--- src/rtl/i2s_tx_scheduler_if.sv ---
// Sample-feed bundle between the two upstream sources, the scheduler and the I2S transmitter.
interface i2s_tx_scheduler_if #(
  parameter int unsigned UCNT_W = 16
) ();
  localparam int unsigned DATA_W = 16;

  logic [DATA_W-1:0] src0_data;
  logic              src0_valid;
  logic              src0_ready;
  logic [DATA_W-1:0] src1_data;
  logic              src1_valid;
  logic              src1_ready;
  logic [DATA_W-1:0] tx_data;
  logic              sample_stb;
  logic              grant_id;
  logic              underrun;
  logic [UCNT_W-1:0] underrun_cnt;

  modport master (
    input  src0_data, src0_valid, src1_data, src1_valid,
    output src0_ready, src1_ready, tx_data, sample_stb, grant_id, underrun, underrun_cnt
  );

  modport slave (
    output src0_data, src0_valid, src1_data, src1_valid,
    input  src0_ready, src1_ready, tx_data, sample_stb, grant_id, underrun, underrun_cnt
  );
endinterface

--- src/rtl/i2s_tx_scheduler.sv ---
// Fetches one mono sample per lrclk period from src0/src1 after each lrclk rise and
// commits it to tx_data ahead of the transmitter's load at the following lrclk fall.
module i2s_tx_scheduler #(
  parameter int unsigned FETCH_WINDOW  = 64,
  parameter bit          UNDERRUN_ZERO = 1'b1,
  parameter int unsigned UCNT_W        = 16
) (
  input  logic                   clk_i2s,
  input  logic                   reset,
  input  logic                   enable,
  input  logic [1:0]             mode,
  input  logic                   tx_lrclk,
  i2s_tx_scheduler_if.master     bus
);
  localparam int unsigned WCNT_W = 7;

  typedef enum logic [1:0] {IDLE, WAIT, COMMIT} state_t;

  state_t            state;
  state_t            state_nxt;
  logic              lrclk_q;
  logic [1:0]        mode_q;
  logic [WCNT_W-1:0] wcnt;

  logic rise_c;
  logic in_wait_c;
  logic pref_sel_c;
  logic alt_ok_c;
  logic pref_valid_c;
  logic alt_valid_c;
  logic pick_c;
  logic pick_sel_c;
  logic timeout_c;

  // State register
  always_ff @(posedge clk_i2s) begin
    if (reset) state <= IDLE;
    else       state <= state_nxt;
  end

  // Next-state logic; disable forces IDLE from anywhere
  always_comb begin
    state_nxt = state;
    if (!enable) begin
      state_nxt = IDLE;
    end else begin
      case (state)
        IDLE:    if (rise_c) state_nxt = WAIT;
        WAIT:    if (pick_c || timeout_c) state_nxt = COMMIT;
        COMMIT:  state_nxt = IDLE;
        default: state_nxt = IDLE;
      endcase
    end
  end

  // Arbitration and combinational pop strobes
  always_comb begin
    rise_c     = tx_lrclk & ~lrclk_q;
    in_wait_c  = (state == WAIT) & enable & ~reset;
    pref_sel_c = 1'b0;
    case (mode_q)
      2'b01:   pref_sel_c = 1'b1;
      2'b11:   pref_sel_c = ~bus.grant_id;
      default: pref_sel_c = 1'b0;
    endcase
    alt_ok_c       = mode_q[1];
    pref_valid_c   = pref_sel_c ? bus.src1_valid : bus.src0_valid;
    alt_valid_c    = pref_sel_c ? bus.src0_valid : bus.src1_valid;
    pick_c         = in_wait_c & (pref_valid_c | (alt_ok_c & alt_valid_c));
    pick_sel_c     = pref_valid_c ? pref_sel_c : ~pref_sel_c;
    timeout_c      = in_wait_c & ~pick_c & (wcnt == WCNT_W'(FETCH_WINDOW - 1));
    bus.src0_ready = pick_c & ~pick_sel_c;
    bus.src1_ready = pick_c & pick_sel_c;
  end

  // Registered datapath: edge history, window counter, committed sample and status
  always_ff @(posedge clk_i2s) begin
    if (reset) begin
      lrclk_q          <= 1'b1;
      mode_q           <= 2'b00;
      wcnt             <= '0;
      bus.tx_data      <= '0;
      bus.sample_stb   <= 1'b0;
      bus.grant_id     <= 1'b0;
      bus.underrun     <= 1'b0;
      bus.underrun_cnt <= '0;
    end else begin
      lrclk_q        <= tx_lrclk;
      bus.sample_stb <= 1'b0;
      bus.underrun   <= 1'b0;
      if (!enable) begin
        bus.tx_data <= '0;
      end else if ((state == IDLE) && rise_c) begin
        mode_q <= mode;
        wcnt   <= '0;
      end else if (pick_c) begin
        bus.tx_data    <= pick_sel_c ? bus.src1_data : bus.src0_data;
        bus.grant_id   <= pick_sel_c;
        bus.sample_stb <= 1'b1;
      end else if (timeout_c) begin
        bus.underrun   <= 1'b1;
        bus.sample_stb <= 1'b1;
        if (bus.underrun_cnt != {UCNT_W{1'b1}}) bus.underrun_cnt <= bus.underrun_cnt + UCNT_W'(1);
        if (UNDERRUN_ZERO) bus.tx_data <= '0;
      end else if (state == WAIT) begin
        wcnt <= wcnt + WCNT_W'(1);
      end
    end
  end
endmodule

--- src/flat_wrapper.sv ---
// flat-port wrapper written by rule: the top's interface ports become plain ports
module i2s_tx_scheduler_flat 
#(
  parameter int unsigned FETCH_WINDOW  = 64,
  parameter bit          UNDERRUN_ZERO = 1'b1,
  parameter int unsigned UCNT_W        = 16
)
  (clk_i2s, reset, enable, mode, tx_lrclk, bus_src0_data, bus_src0_valid, bus_src1_data, bus_src1_valid, bus_src0_ready, bus_src1_ready, bus_tx_data, bus_sample_stb, bus_grant_id, bus_underrun, bus_underrun_cnt);
  i2s_tx_scheduler_if #(.UCNT_W(UCNT_W)) bus_i ();
  input  logic clk_i2s;
  input  logic reset;
  input  logic enable;
  input  logic [1:0] mode;
  input  logic tx_lrclk;
  input wire logic [$bits(bus_i.src0_data)-1:0] bus_src0_data;
  input wire logic [$bits(bus_i.src0_valid)-1:0] bus_src0_valid;
  input wire logic [$bits(bus_i.src1_data)-1:0] bus_src1_data;
  input wire logic [$bits(bus_i.src1_valid)-1:0] bus_src1_valid;
  output wire logic [$bits(bus_i.src0_ready)-1:0] bus_src0_ready;
  output wire logic [$bits(bus_i.src1_ready)-1:0] bus_src1_ready;
  output wire logic [$bits(bus_i.tx_data)-1:0] bus_tx_data;
  output wire logic [$bits(bus_i.sample_stb)-1:0] bus_sample_stb;
  output wire logic [$bits(bus_i.grant_id)-1:0] bus_grant_id;
  output wire logic [$bits(bus_i.underrun)-1:0] bus_underrun;
  output wire logic [$bits(bus_i.underrun_cnt)-1:0] bus_underrun_cnt;
  assign bus_i.src0_data = bus_src0_data;
  assign bus_i.src0_valid = bus_src0_valid;
  assign bus_i.src1_data = bus_src1_data;
  assign bus_i.src1_valid = bus_src1_valid;
  assign bus_src0_ready = bus_i.src0_ready;
  assign bus_src1_ready = bus_i.src1_ready;
  assign bus_tx_data = bus_i.tx_data;
  assign bus_sample_stb = bus_i.sample_stb;
  assign bus_grant_id = bus_i.grant_id;
  assign bus_underrun = bus_i.underrun;
  assign bus_underrun_cnt = bus_i.underrun_cnt;
  i2s_tx_scheduler #(.FETCH_WINDOW(FETCH_WINDOW), .UNDERRUN_ZERO(UNDERRUN_ZERO), .UCNT_W(UCNT_W)) u_core (.clk_i2s(clk_i2s), .reset(reset), .enable(enable), .mode(mode), .tx_lrclk(tx_lrclk), .bus(bus_i));
endmodule
--- config.mk ---
export PLATFORM = sky130hd
export DESIGN_NAME = i2s_tx_scheduler_flat
export DESIGN_NICKNAME = d
export VERILOG_FILES = /design/src/rtl/i2s_tx_scheduler_if.sv /design/src/rtl/i2s_tx_scheduler.sv /design/src/flat_wrapper.sv
export SDC_FILE = /design/constraint.sdc
export NUM_CORES = 1
export LEC_CHECK = 0
export ABC_AREA = 1
export ABC_CLOCK_PERIOD_IN_PS = 2890
export CORE_ASPECT_RATIO = 2
export CORE_MARGIN = 1
export CORE_UTILIZATION = 50
export CTS_CLUSTER_SIZE = 8
export DETAILED_ROUTE_END_ITERATION = 12
export GPL_TIMING_DRIVEN = 0
export PLACE_DENSITY = 0.85
export SLEW_MARGIN = 20
export SYNTH_ARGS = -nofsm -noshare
export SYNTH_HDL_FRONTEND = slang
export SYNTH_SLANG_ARGS = --single-unit
--- constraint.sdc ---
create_clock -name clk_i2s -period 2.89 [get_ports clk_i2s]
set_input_delay 0.289 -clock clk_i2s [delete_from_list [all_inputs] [get_ports clk_i2s]]
set_output_delay 0.289 -clock clk_i2s [all_outputs]
set_load 0.03 [all_outputs]
==> results.tsv, run 1 <==
metric	value	unit
CTS tree	yes	
Worst Slack Setup Final	0.139	ns
GRT overflow	0	
initial antenna violation count	0	
post-CTS sizing	0	
Final Cell Area	3410	um2
GPL Wtd Cong	0.821	
post-layout min period	2.75	ns
fin. max-slew vios	0	
hold buffers post-CTS	0	
area of the core	4820	um2
WHS Endpoint	u_core.wcnt[6]	
post-DR vias/cell	5.28	
hold path startpoint	u_core.wcnt[6]	
post-CTS setup buffer count	0	
syn_nets	376	
Total GRT Usage	0.264	
commonest non-fill, non-tap cell in the layout	nand2_1	
met3 Resource Use GR	0.0536	
total power	1.14	mW
Post-Layout Cell Count	475	
Post-Syn Instances	334	
Startpoint Class	primary input	
yosys warns	0	
routed wire length	6.34	mm
Reg2Reg Capture Point	u_core.bus.underrun_cnt[7]	
Ports	77	
Setup CP Type	in2out	
Core Util, Final	0.707	
clock-pin slew on the worst setup and hold paths	0.08	ns
gr busiest metal	met2	
Cell Pwr Density	334	nW/um2
reg-to-reg slack, setup	1.07	ns
Tcrit/Tclk final	0.952	
share of cells above drive strength 1	0.108	
drc violations	0	
synthesized cell area	2490	um2
Placed Area	3330	um2
row cnt	36	
Clock Tree Buf Depth	2	
Die Y	102	um
RSZ-0062 raised after global routing	no	
Detailed Place HPWL	5.05	mm
Pleak	1.38	nW
#FFs+latches synth	47	
Worst EP required	2.60	ns
largest net degree at the start of global routing	14	
Post-synth EDFFs	0	
CP endpoint kind	output port	
Ant. Diodes	0	
# port buffers	76	
Starting Density	0.517	
DR iter-0 viols	39	
met2 GRT Util	0.549	
final setup vio count	0	
worst r2r src	u_core.wcnt[0]	
Worst Hold Path Cells	2	
CP max FO	10	
area of the die	5290	um2
synth unique cells	29	
peak supply drop	0.000300	V
Initial DRT Pass Iterations	4	
vias in the first global route	2510	
number of fill cells	380	
syn avg cell area	7.47	um2
H-tree depth	2	
CTS Buf Count	5	
Fin Setup TNS	0	ns
most frequent cells in the layout	nand2_1, clkdlybuf4s50_1, dfxtp_1, nor2_1, nand3_1	
Max Clk Rate	364	MHz
Max Clock Skew	0.0101	ns
dpl ws	0.151	ns
Reg2Reg Depth	8	
worst slew pin tran	0.598	ns
Worst-Skew Late Latency	0.30	ns
type of the most critical hold path	reg2reg	
Arr. time, crit path	2.46	ns
ys flop type	dfxtp_1	
first-pass GRT wire length	10.6	mm
width of the die	51.9	um
Slew headroom	0.601	
M1 GR Usage	0.218	
sequential cell area fraction in the yosys report	0.377	
Final ANT Viol Nets	0	
worst hold slack	0.479	ns
Cells after DPL	467	
Via Count	2507	
ys async rst share	0	
Layout area overhead	36.6	%
root buf cell	clkbuf_8	
clock sinks	47	
final hold vios	0	
Layout Nets	459	
result of the run	finished clean	
post-detailed-route wirelength per cell	13.3	um
number of max-cap violations	0	
[cells in the mapped netlist (4+ instances only)]
master,number,area (um2)
inv_1,22,82.6
o21ai_0,7,35.0
nand3_1,25,125
nand2_2,13,81.3
nand2_4,6,67.6
xor2_1,6,52.6
nor2_4,4,45.0
a31oi_1,16,100
o21bai_1,18,135
dfxtp_1,47,941
a21oi_1,22,110
nor2_1,36,135
nand2_1,83,312
[per-layer routing]
metal  vias up  part of all wire  routed length, um
met4         0             0.026                163
met5         -                 0                  0
met3        16             0.041                257
li1       1263                 -                  -
met1      1149              0.34               2130
met2        79              0.60               3780
[where the power goes]
group          internal [mW]  total, mW  leakage, nW  switching (mW)
Clock                  0.170      0.381       0.0422           0.211
Combinational         0.0602      0.105        0.954          0.0448
Sequential             0.650      0.652        0.379         0.00188
[kinds of logic (layout without fill, tap and decap cells)]
logic type / after synthesis / count (layout) / synth area share
AOI/OAI and AO/OA: 65 / 65 / 0.160
xor gates and xnor gates: 9 / 9 / 0.0316
adders and majority gates: 2 / 2 / 0.0100
buffers and inverters: 33 / 117 / 0.0662
DFF: 47 / 47 / 0.377
and+or+nand+nor: 178 / 178 / 0.355
[registers in the layout, indices dropped and copies added (netlist names)]
| signal | cells |
|---|---|
| u_core.bus.underrun | 1 |
| u_core.bus.tx_data | 16 |
| u_core.bus.underrun_cnt | 16 |
| u_core.bus.sample_stb | 1 |
| u_core.mode_q | 2 |
| u_core.lrclk_q | 1 |
| u_core.wcnt | 7 |
| u_core.state | 2 |
| u_core.bus.grant_id | 1 |
[worst max-delay path, cell delays in order]
cell and delay, ns:
clkdlybuf4s50_1 0.66, nand2_4 0.15, nor2_8 0.16, nand2_4 0.14, nor2_8 0.18, buf_4 0.20, clkdlybuf4s50_1 0.68
[layout make-up]
class / count / area [um2] / share of cell area
plain buffers: 8 / 68.8 / 0.0202
clock buffers: 7 / 76.3 / 0.0224
clock inverters: 1 / 5.00 / 0.00147
inverters: 25 / 96.3 / 0.0283
multi-input cells: 254 / 1390 / 0.407
flip-flops and latches: 47 / 941 / 0.276
well taps: 57 / 71.3 / 0.0209
repair buffers: 76 / 761 / 0.223
[worst max-delay path by stage]
stage                                     from                          to
global route                            enable              bus_src1_ready
floorplan           u_core.bus.underrun_cnt[1]  u_core.bus.underrun_cnt[1]
detailed placement                      enable              bus_src1_ready
global placement                        enable              bus_src1_ready
finish                                  enable              bus_src1_ready
CTS                                     enable              bus_src1_ready
Power figures use the tool's default switching activity.
==> inputs of run 2 (changes only) <==
--- a/config.mk
+++ b/config.mk
@@ -7,13 +7,15 @@
 export LEC_CHECK = 0
 export ABC_AREA = 1
 export ABC_CLOCK_PERIOD_IN_PS = 2890
+export CELL_PAD_IN_SITES_DETAIL_PLACEMENT = 1
+export CELL_PAD_IN_SITES_GLOBAL_PLACEMENT = 1
 export CORE_ASPECT_RATIO = 2
 export CORE_MARGIN = 1
-export CORE_UTILIZATION = 50
+export CORE_UTILIZATION = 36
 export CTS_CLUSTER_SIZE = 8
 export DETAILED_ROUTE_END_ITERATION = 12
 export GPL_TIMING_DRIVEN = 0
-export PLACE_DENSITY = 0.85
+export PLACE_DENSITY = 0.82
 export SLEW_MARGIN = 20
 export SYNTH_ARGS = -nofsm -noshare
 export SYNTH_HDL_FRONTEND = slang
==> run 2 against run 1 <==
- non-clock buffer count did not move
- routed wire length up 26%
- final area is 4.4% higher
- power rose by 33%
- critical path type unchanged
==> results.tsv, run 2 (synthesized netlist as in run 1, its figures left out) <==
metric	value	unit	change
result of the run	finished clean		unchanged
area of the core	6670	um2	was 4820 um2
drc violations	0		unchanged
Worst Hold Path Cells	2		unchanged
Setup CP Type	in2out		unchanged
Ports	77		unchanged
final setup vio count	0		unchanged
peak supply drop	0.000361	V	was 0.000300 V
Setup crit start	enable		unchanged
Die Y	120	um	was 102 um
Cells after DPL	498		was 467
Total GRT Usage	0.244		was 0.264
Slew headroom	0.580		was 0.601
GPL Wtd Cong	0.784		was 0.821
GRT overflow	0		unchanged
hold buffers post-CTS	0		unchanged
Initial DRT Pass Iterations	4		unchanged
row cnt	42		was 36
most frequent cells in the layout	nand2_1, clkdlybuf4s50_1, dfxtp_1, nor2_1, nand3_1		unchanged
routed wire length	8.00	mm	was 6.34 mm
Ant. Diodes	0		unchanged
worst hold slack	0.488	ns	was 0.479 ns
fin. max-slew vios	0		unchanged
Clock Tree Buf Depth	2		unchanged
Startpoint Class	primary input		unchanged
CP max FO	10		unchanged
width of the die	60.9	um	was 51.9 um
Worst-Skew Late Latency	0.30	ns	about the same
Reg2Reg Depth	8		unchanged
Cell Pwr Density	427	nW/um2	was 334 nW/um2
post-detailed-route wirelength per cell	15.8	um	was 13.3 um
Pleak	1.44	nW	was 1.38 nW
Fin Setup TNS	0	ns	unchanged
Core Util, Final	0.533		was 0.707
vias in the first global route	2816		was 2510
first-pass GRT wire length	13.0	mm	was 10.6 mm
Worst EP required	2.60	ns	about the same
Post-Layout Cell Count	506		was 475
clock sinks	47		unchanged
number of max-cap violations	0		unchanged
commonest non-fill, non-tap cell in the layout	nand2_1		unchanged
type of the most critical hold path	reg2reg		unchanged
number of fill cells	865		was 380
final hold vios	0		unchanged
Max Clock Skew	0.00621	ns	was 0.0101 ns
root buf cell	clkbuf_16		was clkbuf_8
post-DR vias/cell	5.10		was 5.28
Final ANT Viol Nets	0		unchanged
# port buffers	76		unchanged
Detailed Place HPWL	6.41	mm	was 5.05 mm
clock-pin slew on the worst setup and hold paths	0.06	ns	was 0.08 ns
hold path startpoint	u_core.wcnt[6]		unchanged
worst slew pin tran	0.631	ns	was 0.598 ns
biggest regs	u_core.bus.tx_data x16, u_core.bus.underrun_cnt x16, u_core.wcnt x7		unchanged
Layout Nets	459		unchanged
Via Count	2581		was 2507
Starting Density	0.374		was 0.517
Tcrit/Tclk final	0.944		was 0.952
area of the die	7280	um2	was 5290 um2
post-layout min period	2.73	ns	was 2.75 ns
Layout area overhead	42.6	%	was 36.6%
RSZ-0062 raised after global routing	no		unchanged
Arr. time, crit path	2.44	ns	was 2.46 ns
CP endpoint kind	output port		unchanged
total power	1.52	mW	was 1.14 mW
share of cells above drive strength 1	0.110		was 0.108
Max Clk Rate	367	MHz	was 364 MHz
DR iter-0 viols	65		was 39
initial antenna violation count	0		unchanged
largest net degree at the start of global routing	15		was 14
CTS tree	yes		unchanged
H-tree depth	2		unchanged
worst r2r src	u_core.wcnt[0]		unchanged
CTS Buf Count	5		unchanged
-- run 2: metal layers --
layer,up-vias,share of wire,wire (um),global-route usage
met1,1234,0.31,2470,0.194
met2,71,0.62,4950,0.502
li1,1261,-,-,-
met4,0,0.034,275,0.119
met3,15,0.038,308,0.0474
met5,-,0,0,0
-- run 2: through the flow --
stage,setup WS [ns],area [um2]
floorplan,1.17,2490
global route,0.0647,3560
finish,0.163,3560
detailed placement,0.0924,3360
CTS,0.0831,3550
global placement,0.112,3360
-- run 2: path summary, 6_finish.rpt --
kind / endpoint / slack, ns
max: bus_src0_ready / 0.16
min: u_core.wcnt[6] / 0.49
max reg2reg: u_core.bus.underrun_cnt[2] / 0.95
min reg2reg: u_core.wcnt[6] / 0.49
-- run 2: where the power goes --
group / switching [mW] / internal (mW)
sequential: 0.00186 / 0.650
combinational: 0.0479 / 0.0603
clock: 0.261 / 0.497
-- run 2: area by class of cell --
class	instances	area (um2)	area share
multi-input combinational	254	1390	0.390
inverter	25	96.3	0.0271
clock inverter	2	60.1	0.0169
clock buffer	6	129	0.0362
sequential	47	941	0.265
tap	88	110	0.0310
buffer	8	68.8	0.0194
timing repair buffer	76	763	0.215
-- run 2: critical path, stage by stage --
cell and delay (ns):
clkdlybuf4s50_1 0.67, nand2_4 0.16, nor2_8 0.16, nand2_4 0.14, nor2_8 0.19, buf_12 0.16
clkdlybuf4s50_1 0.67
-- run 2: repair_timing --
action / 4_1_cts / 5_1_grt
endpoints found under the setup margin: 0 / 1
hold endpoints to repair: 0 / 0
setup buffers: 0 / 0
resized for setup: 0 / 1
